[config.mk]
export PLATFORM = sky130hd
export DESIGN_NAME = decode_stage
export DESIGN_NICKNAME = d
export VERILOG_FILES = /design/src/rtl/decode_stage.sv
export SDC_FILE = /design/constraint.sdc
export NUM_CORES = 1
export LEC_CHECK = 0
export CAP_MARGIN = 15
export CORE_ASPECT_RATIO = 1.1
export CORE_MARGIN = 4
export CORE_UTILIZATION = 55
export CTS_BUF_LIST = sky130_fd_sc_hd__clkbuf_4
export DETAILED_ROUTE_END_ITERATION = 10
export GPL_ROUTABILITY_DRIVEN = 0
export PLACE_DENSITY = 0.86
export SLEW_MARGIN = 20
export SYNTH_ARGS = -nofsm -noshare
export SYNTH_HDL_FRONTEND = slang
export SYNTH_SLANG_ARGS = --single-unit
[constraint.sdc]
create_clock -name clk -period 4.8 [get_ports clk]
set_input_delay 0.96 -clock clk [delete_from_list [all_inputs] [get_ports clk]]
set_output_delay 0.96 -clock clk [all_outputs]
set_load 0.01 [all_outputs]
[src/rtl/decode_stage.sv]
// Decode stage: instruction decode, register file, scoreboard-based dependency
// stall and the AGEX pipeline latch. One cycle from DE inputs to AGEX outputs.
// Optional feature macro: DECODE_BYPASS_EN (writeback-to-decode forwarding).
module decode_stage (
  input  logic        clk,
  input  logic        reset,
  input  logic [15:0] de_npc,
  input  logic [15:0] de_ir,
  input  logic        de_v,
  input  logic        mem_stall,
  input  logic        wb_v,
  input  logic        wb_ld_reg,
  input  logic [2:0]  wb_dr,
  input  logic [15:0] wb_data,
  input  logic        wb_ld_cc,
  output logic        dep_stall,
  output logic        v_de_br_stall,
  output logic        ld_de,
  output logic [15:0] agex_npc,
  output logic [15:0] agex_ir,
  output logic [15:0] agex_sr1,
  output logic [15:0] agex_sr2,
  output logic [2:0]  agex_dr,
  output logic        agex_ld_reg,
  output logic        agex_ld_cc,
  output logic        agex_v
);

  typedef enum logic [3:0] {
    OP_BR  = 4'h0, OP_ADD = 4'h1, OP_LDB = 4'h2, OP_STB   = 4'h3,
    OP_JSR = 4'h4, OP_AND = 4'h5, OP_LDW = 4'h6, OP_STW   = 4'h7,
    OP_RTI = 4'h8, OP_XOR = 4'h9, OP_ILA = 4'hA, OP_ILB   = 4'hB,
    OP_JMP = 4'hC, OP_SHF = 4'hD, OP_LEA = 4'hE, OP_TRAP  = 4'hF
  } opcode_e;

  opcode_e     op;
  logic [2:0]  sr1_idx, sr2_idx, dest;
  logic        sr1_used, sr2_used, cc_used, ld_reg, ld_cc, br_ctl;
  logic        sr1_busy, sr2_busy, cc_busy, issue;
  logic [15:0] sr1_val, sr2_val;

  logic [15:0] rf      [8];
  logic [1:0]  reg_cnt [8];
  logic [1:0]  cc_cnt;

  assign op      = opcode_e'(de_ir[15:12]);
  assign sr1_idx = de_ir[8:6];

  // Saturating in-flight counter; simultaneous increment and decrement cancel.
  function automatic logic [1:0] cnt_next(input logic [1:0] c, input logic inc,
                                          input logic dec);
    if (inc && !dec && c != 2'd3) return c + 2'd1;
    if (dec && !inc && c != 2'd0) return c - 2'd1;
    return c;
  endfunction

  // Field decode: which sources are read, which destination/CC are written.
  always_comb begin
    // NOTE: every output gets a default first, so no opcode path can infer a latch.
    sr1_used = 1'b0;
    sr2_used = 1'b0;
    cc_used  = 1'b0;
    ld_reg   = 1'b0;
    ld_cc    = 1'b0;
    br_ctl   = 1'b0;
    dest     = 3'd0;
    sr2_idx  = de_ir[2:0];
    case (op)
      OP_ADD, OP_AND, OP_XOR: begin
        sr1_used = 1'b1;
        sr2_used = ~de_ir[5];
        ld_reg   = 1'b1;
        dest     = de_ir[11:9];
        ld_cc    = 1'b1;
      end
      OP_SHF, OP_LDB, OP_LDW: begin
        sr1_used = 1'b1;
        ld_reg   = 1'b1;
        dest     = de_ir[11:9];
        ld_cc    = 1'b1;
      end
      OP_STB, OP_STW: begin
        sr1_used = 1'b1;
        sr2_used = 1'b1;
        sr2_idx  = de_ir[11:9];
      end
      OP_LEA: begin
        ld_reg = 1'b1;
        dest   = de_ir[11:9];
      end
      OP_JMP: begin
        sr1_used = 1'b1;
        br_ctl   = 1'b1;
      end
      OP_JSR: begin
        sr1_used = ~de_ir[11];
        ld_reg   = 1'b1;
        dest     = 3'd7;
        br_ctl   = 1'b1;
      end
      OP_TRAP: begin
        ld_reg = 1'b1;
        dest   = 3'd7;
        br_ctl = 1'b1;
      end
      OP_BR: begin
        cc_used = (de_ir[11:9] != 3'd0);
        br_ctl  = 1'b1;
      end
      OP_RTI:  br_ctl = 1'b1;
      default: ; // illegal opcodes: no sources, no destination, no CC
    endcase
  end

  // Source availability and operand values, with optional writeback forwarding.
  always_comb begin
`ifdef DECODE_BYPASS_EN
    logic hit1, hit2, hitc;
    hit1     = wb_v & wb_ld_reg & (wb_dr == sr1_idx);
    hit2     = wb_v & wb_ld_reg & (wb_dr == sr2_idx);
    hitc     = wb_v & wb_ld_cc;
    sr1_busy = (reg_cnt[sr1_idx] != 2'd0) & ~((reg_cnt[sr1_idx] == 2'd1) & hit1);
    sr2_busy = (reg_cnt[sr2_idx] != 2'd0) & ~((reg_cnt[sr2_idx] == 2'd1) & hit2);
    cc_busy  = (cc_cnt != 2'd0) & ~((cc_cnt == 2'd1) & hitc);
    sr1_val  = hit1 ? wb_data : rf[sr1_idx];
    sr2_val  = hit2 ? wb_data : rf[sr2_idx];
`else
    sr1_busy = (reg_cnt[sr1_idx] != 2'd0);
    sr2_busy = (reg_cnt[sr2_idx] != 2'd0);
    cc_busy  = (cc_cnt != 2'd0);
    sr1_val  = rf[sr1_idx];
    sr2_val  = rf[sr2_idx];
`endif
  end

  assign dep_stall     = de_v & ((sr1_used & sr1_busy) | (sr2_used & sr2_busy) |
                                 (cc_used & cc_busy));
  assign v_de_br_stall = de_v & br_ctl;
  assign ld_de         = ~dep_stall & ~mem_stall;
  assign issue         = de_v & ~dep_stall & ~mem_stall;

  // Register file and scoreboard counters; reset wins over writeback.
  always_ff @(posedge clk) begin
    if (reset) begin
      // NOTE: the register file is cleared on reset because software may read it before writing.
      for (int i = 0; i < 8; i++) begin
        rf[i]      <= 16'd0;
        reg_cnt[i] <= 2'd0;
      end
      cc_cnt <= 2'd0;
    end else begin
      for (int i = 0; i < 8; i++) begin
        if (wb_v && wb_ld_reg && wb_dr == 3'(i)) rf[i] <= wb_data;
        reg_cnt[i] <= cnt_next(reg_cnt[i], issue & ld_reg & (dest == 3'(i)),
                               wb_v & wb_ld_reg & (wb_dr == 3'(i)));
      end
      cc_cnt <= cnt_next(cc_cnt, issue & ld_cc, wb_v & wb_ld_cc);
    end
  end

  // AGEX latch: frozen by mem_stall, loaded on issue, bubble otherwise.
  always_ff @(posedge clk) begin
    if (reset) begin
      agex_npc    <= 16'd0;
      agex_ir     <= 16'd0;
      agex_sr1    <= 16'd0;
      agex_sr2    <= 16'd0;
      agex_dr     <= 3'd0;
      agex_ld_reg <= 1'b0;
      agex_ld_cc  <= 1'b0;
      agex_v      <= 1'b0;
    end else if (!mem_stall) begin
      if (issue) begin
        agex_npc    <= de_npc;
        agex_ir     <= de_ir;
        agex_sr1    <= sr1_val;
        agex_sr2    <= sr2_val;
        agex_dr     <= dest;
        agex_ld_reg <= ld_reg;
        agex_ld_cc  <= ld_cc;
        agex_v      <= 1'b1;
      end else begin
        agex_v <= 1'b0;
      end
    end
  end

endmodule

==> impl_metrics.ini <==
[clock_network]
post_cts_resized = 0
h-tree-depth = 2
cts_tree = done
clk_latency_ns = 0.66
clock-root-buffer = clkbuf_4
path_clk_slew_ns = 0.06
postCtsSetupBuffers = 0
cts_num_sinks = 216
numCtsBuffers = 50
cts.path.max_buffers = 3
ctsHoldBuffers = 0

[grt]
grt_overflow_total = 0
antenna_found_initial = 1
grt_max_degree = 101
grt_pass1_wl_um = 44100
grt_pass1_vias = 8499
grt_usage_pct = 25.9

[pwr]
p_per_area_mw_per_mm2 = 329
switchingPower_mw = 1.11
leakage_nw = 4.63
switching_share_pct = 26.7
pwr-share-clk_pct = 33.2
cell_internal_pwr_mw = 3.04
seqPwrFrac_pct = 51.7
combPwrFrac_pct = 15.1
ir_drop_mv = 0.185
power.total_mw = 4.14

[sta]
rsz0062_at_grt = no
worstMarginPinSlew_ns = 1.06
hold_viol = 0
fin_crit_ns = 4.59
fin_crit_sh_pct = 95.6
tns_ns = 0
fmax_mhz = 218
timing.final.setup_violations = 0
clock_skew_ns = 0.0244
drv_slew = 0
relSlewSlack_pct = 29.0
fin_ws_ns = 0.213

[synth]
synth_fa_ha_area_share_pct = 0.335
synth_xor_area_share_pct = 0.251
synth_top_family_by_area = simple AND/OR/NAND/NOR gates
yosysWarnings = 0
synth-seq-cells = 216
seq_area_frac_synth_pct = 53.6
synth_area_leaders = edfxtp_1 (37%), dfxtp_1 (17%), nand2_1 (8.8%), mux4_2 (7.5%), nor2_1 (5.5%)
synth.avg_cell_area_um2 = 9.80
synth-compound-area-share_pct = 10.6
synth_top_area_cell = edfxtp_1
yosys.area_share.simple_pct = 21.1
netlist_area_mm2 = 0.0104
synth-edff-count = 128
synth_top_area_share_pct = 36.8
async_reset_ff_share_pct = 0
ys.flop_type = edfxtp_1
muxShareOfSynthArea_pct = 10.3
synth_cell_type_count = 60
synth_nets = 1126
syn_inst = 1066

[die]
die_x_um = 139
coreArea_mm2 = 0.0185
ios = 131
start_util_pct = 56.3
num_rows = 52
die-area_mm2 = 0.0213
die_h_um = 153

[worst_setup_path]
crit_fanout = 7
worstRegToRegCells = 8
required_ns = 3.84
end_kind = output port
path_class = input port to output port
arrival_ns = 3.63
start_kind = input port

[finish]
final_util_pct = 68.0
fillers = 1358
stdcell_area_mm2 = 0.0126
top_register = rf
drive_above_1_share_pct = 12.8
final_net_count = 1264
area_growth_syn_to_layout_pct = 20.6
largest_reg_flops = 128

[job]
cap_viol_max_count = 0

[worst_hold_path]
hold_depth = 2
hold_class = flip-flop to flip-flop

[detailed_routing]
wl_per_cell_um = 19.4
detailedRoute.firstPassIterationCount = 5
drt_iter0_drc = 1022
num_vias = 8905
routed_via_density = 6.00
ant_nets = 0
routed_wirelength_um = 28800
drc = 0

[status]
status = completed

[placement]
placed_area_mm2 = 0.0120
dp_slack_ns = 0.229
post-dp-hpwl_um = 18400
portBuffers = 130
## per-stage QoR
stage,cells,hold slack [ns]
6_report,1483,0.453
5_1_grt,1483,0.475
4_1_cts,1482,0.456
3_5_place_dp,1395,0.446
3_3_place_gp,1395,0.438
2_1_floorplan,1066,0.452
## cell usage in the layout (no fill, tap or decap), types with 5 or more instances in the layout
cell type        netlist  layout
nand3_1               46      46
nand2_1              246     246
a311oi_1              16      16
nor3_1                12      12
clkbuf_4               0      72
dfxtp_1               88      88
mux4_2                35      35
clkdlybuf4s50_1        0     128
mux2i_1               22      21
buf_4                  1      33
nor3b_1                5       5
clkinv_1               1      13
nor2_1               154     154
a211oi_1              32      32
a21oi_1               54      52
o211ai_1               5       5
inv_1                 21      21
o21ai_0               16      15
a31oi_1               19      19
edfxtp_1             128     128
and3_1                22      22
## synth_stat cells (19+ instances only)
library cell / n
nand2_1: 246
nor2_1: 154
edfxtp_1: 128
dfxtp_1: 88
clkbuf_1: 55
a21oi_1: 54
nand3_1: 46
mux4_2: 35
a211oi_1: 32
and3_1: 22
mux2i_1: 22
inv_1: 21
a31oi_1: 19
## area by class of cell
class	count	area (um2)	area share, %
Sequential cell	216	5610	44.5
Clock inverter	15	61.3	0.486
Clock buffer	72	541	4.29
Antenna cell	1	2.50	0.0199
Timing Repair Buffer	163	1540	12.2
Multi-Input combinational cell	751	4470	35.5
Tap cell	243	304	2.41
Inverter	22	82.6	0.655
## logic make-up (layout without fill, tap and decap cells)
family / count (synthesis) / after routing
multiplexers: 63 / 63
adder cells (fa/ha/maj): 3 / 3
XOR/XNOR: 3 / 3
AO/OA/AOI/OAI: 166 / 166
buffers and inverters: 99 / 272
flip-flops: 216 / 216
AND/OR/NAND/NOR: 516 / 516
other: 0 / 1
## per-layer routing
layer	up-vias	routed length (um)	track usage, %
li1	4111	-	-
met1	4186	10900	32.4
met2	526	14200	44.1
met3	82	2910	5.49
met4	0	830	10.4
met5	-	0	0
## critical path, stage by stage
cell and delay, ns:
clkdlybuf4s50_1 0.60, and4b_1 0.28, a21o_2 0.15, mux4_2 0.49
and2_1 0.25, nor2_1 0.18, o21a_1 0.17, clkdlybuf4s50_1 0.54
## worst paths after layout
| path | endpoint | from | slack, ns |
|---|---|---|---|
| max | dep_stall | de_ir[9] | 0.21 |
| min | agex_npc[1]$_SDFFE_PP0P_ | agex_npc[1]$_SDFFE_PP0P_ | 0.45 |
| max reg2reg | agex_sr1[13]$_SDFFE_PP0P_ | reg_cnt[1][0]$_SDFFE_PP0P_ | 2.12 |
| min reg2reg | agex_npc[1]$_SDFFE_PP0P_ | agex_npc[1]$_SDFFE_PP0P_ | 0.45 |
## power groups by stage
| stage | Sequential, mW | Combinational (mW) | Clock (mW) |
|---|---|---|---|
| floorplan | 2.18 | 0.346 | 0 |
| detailed placement | 2.18 | 0.618 | 0 |
| CTS | 2.14 | 0.621 | 1.40 |
| global placement | 2.17 | 0.602 | 0 |
| global route | 2.15 | 0.671 | 1.50 |
| finish | 2.14 | 0.626 | 1.38 |
Power figures use the tool's default switching activity.
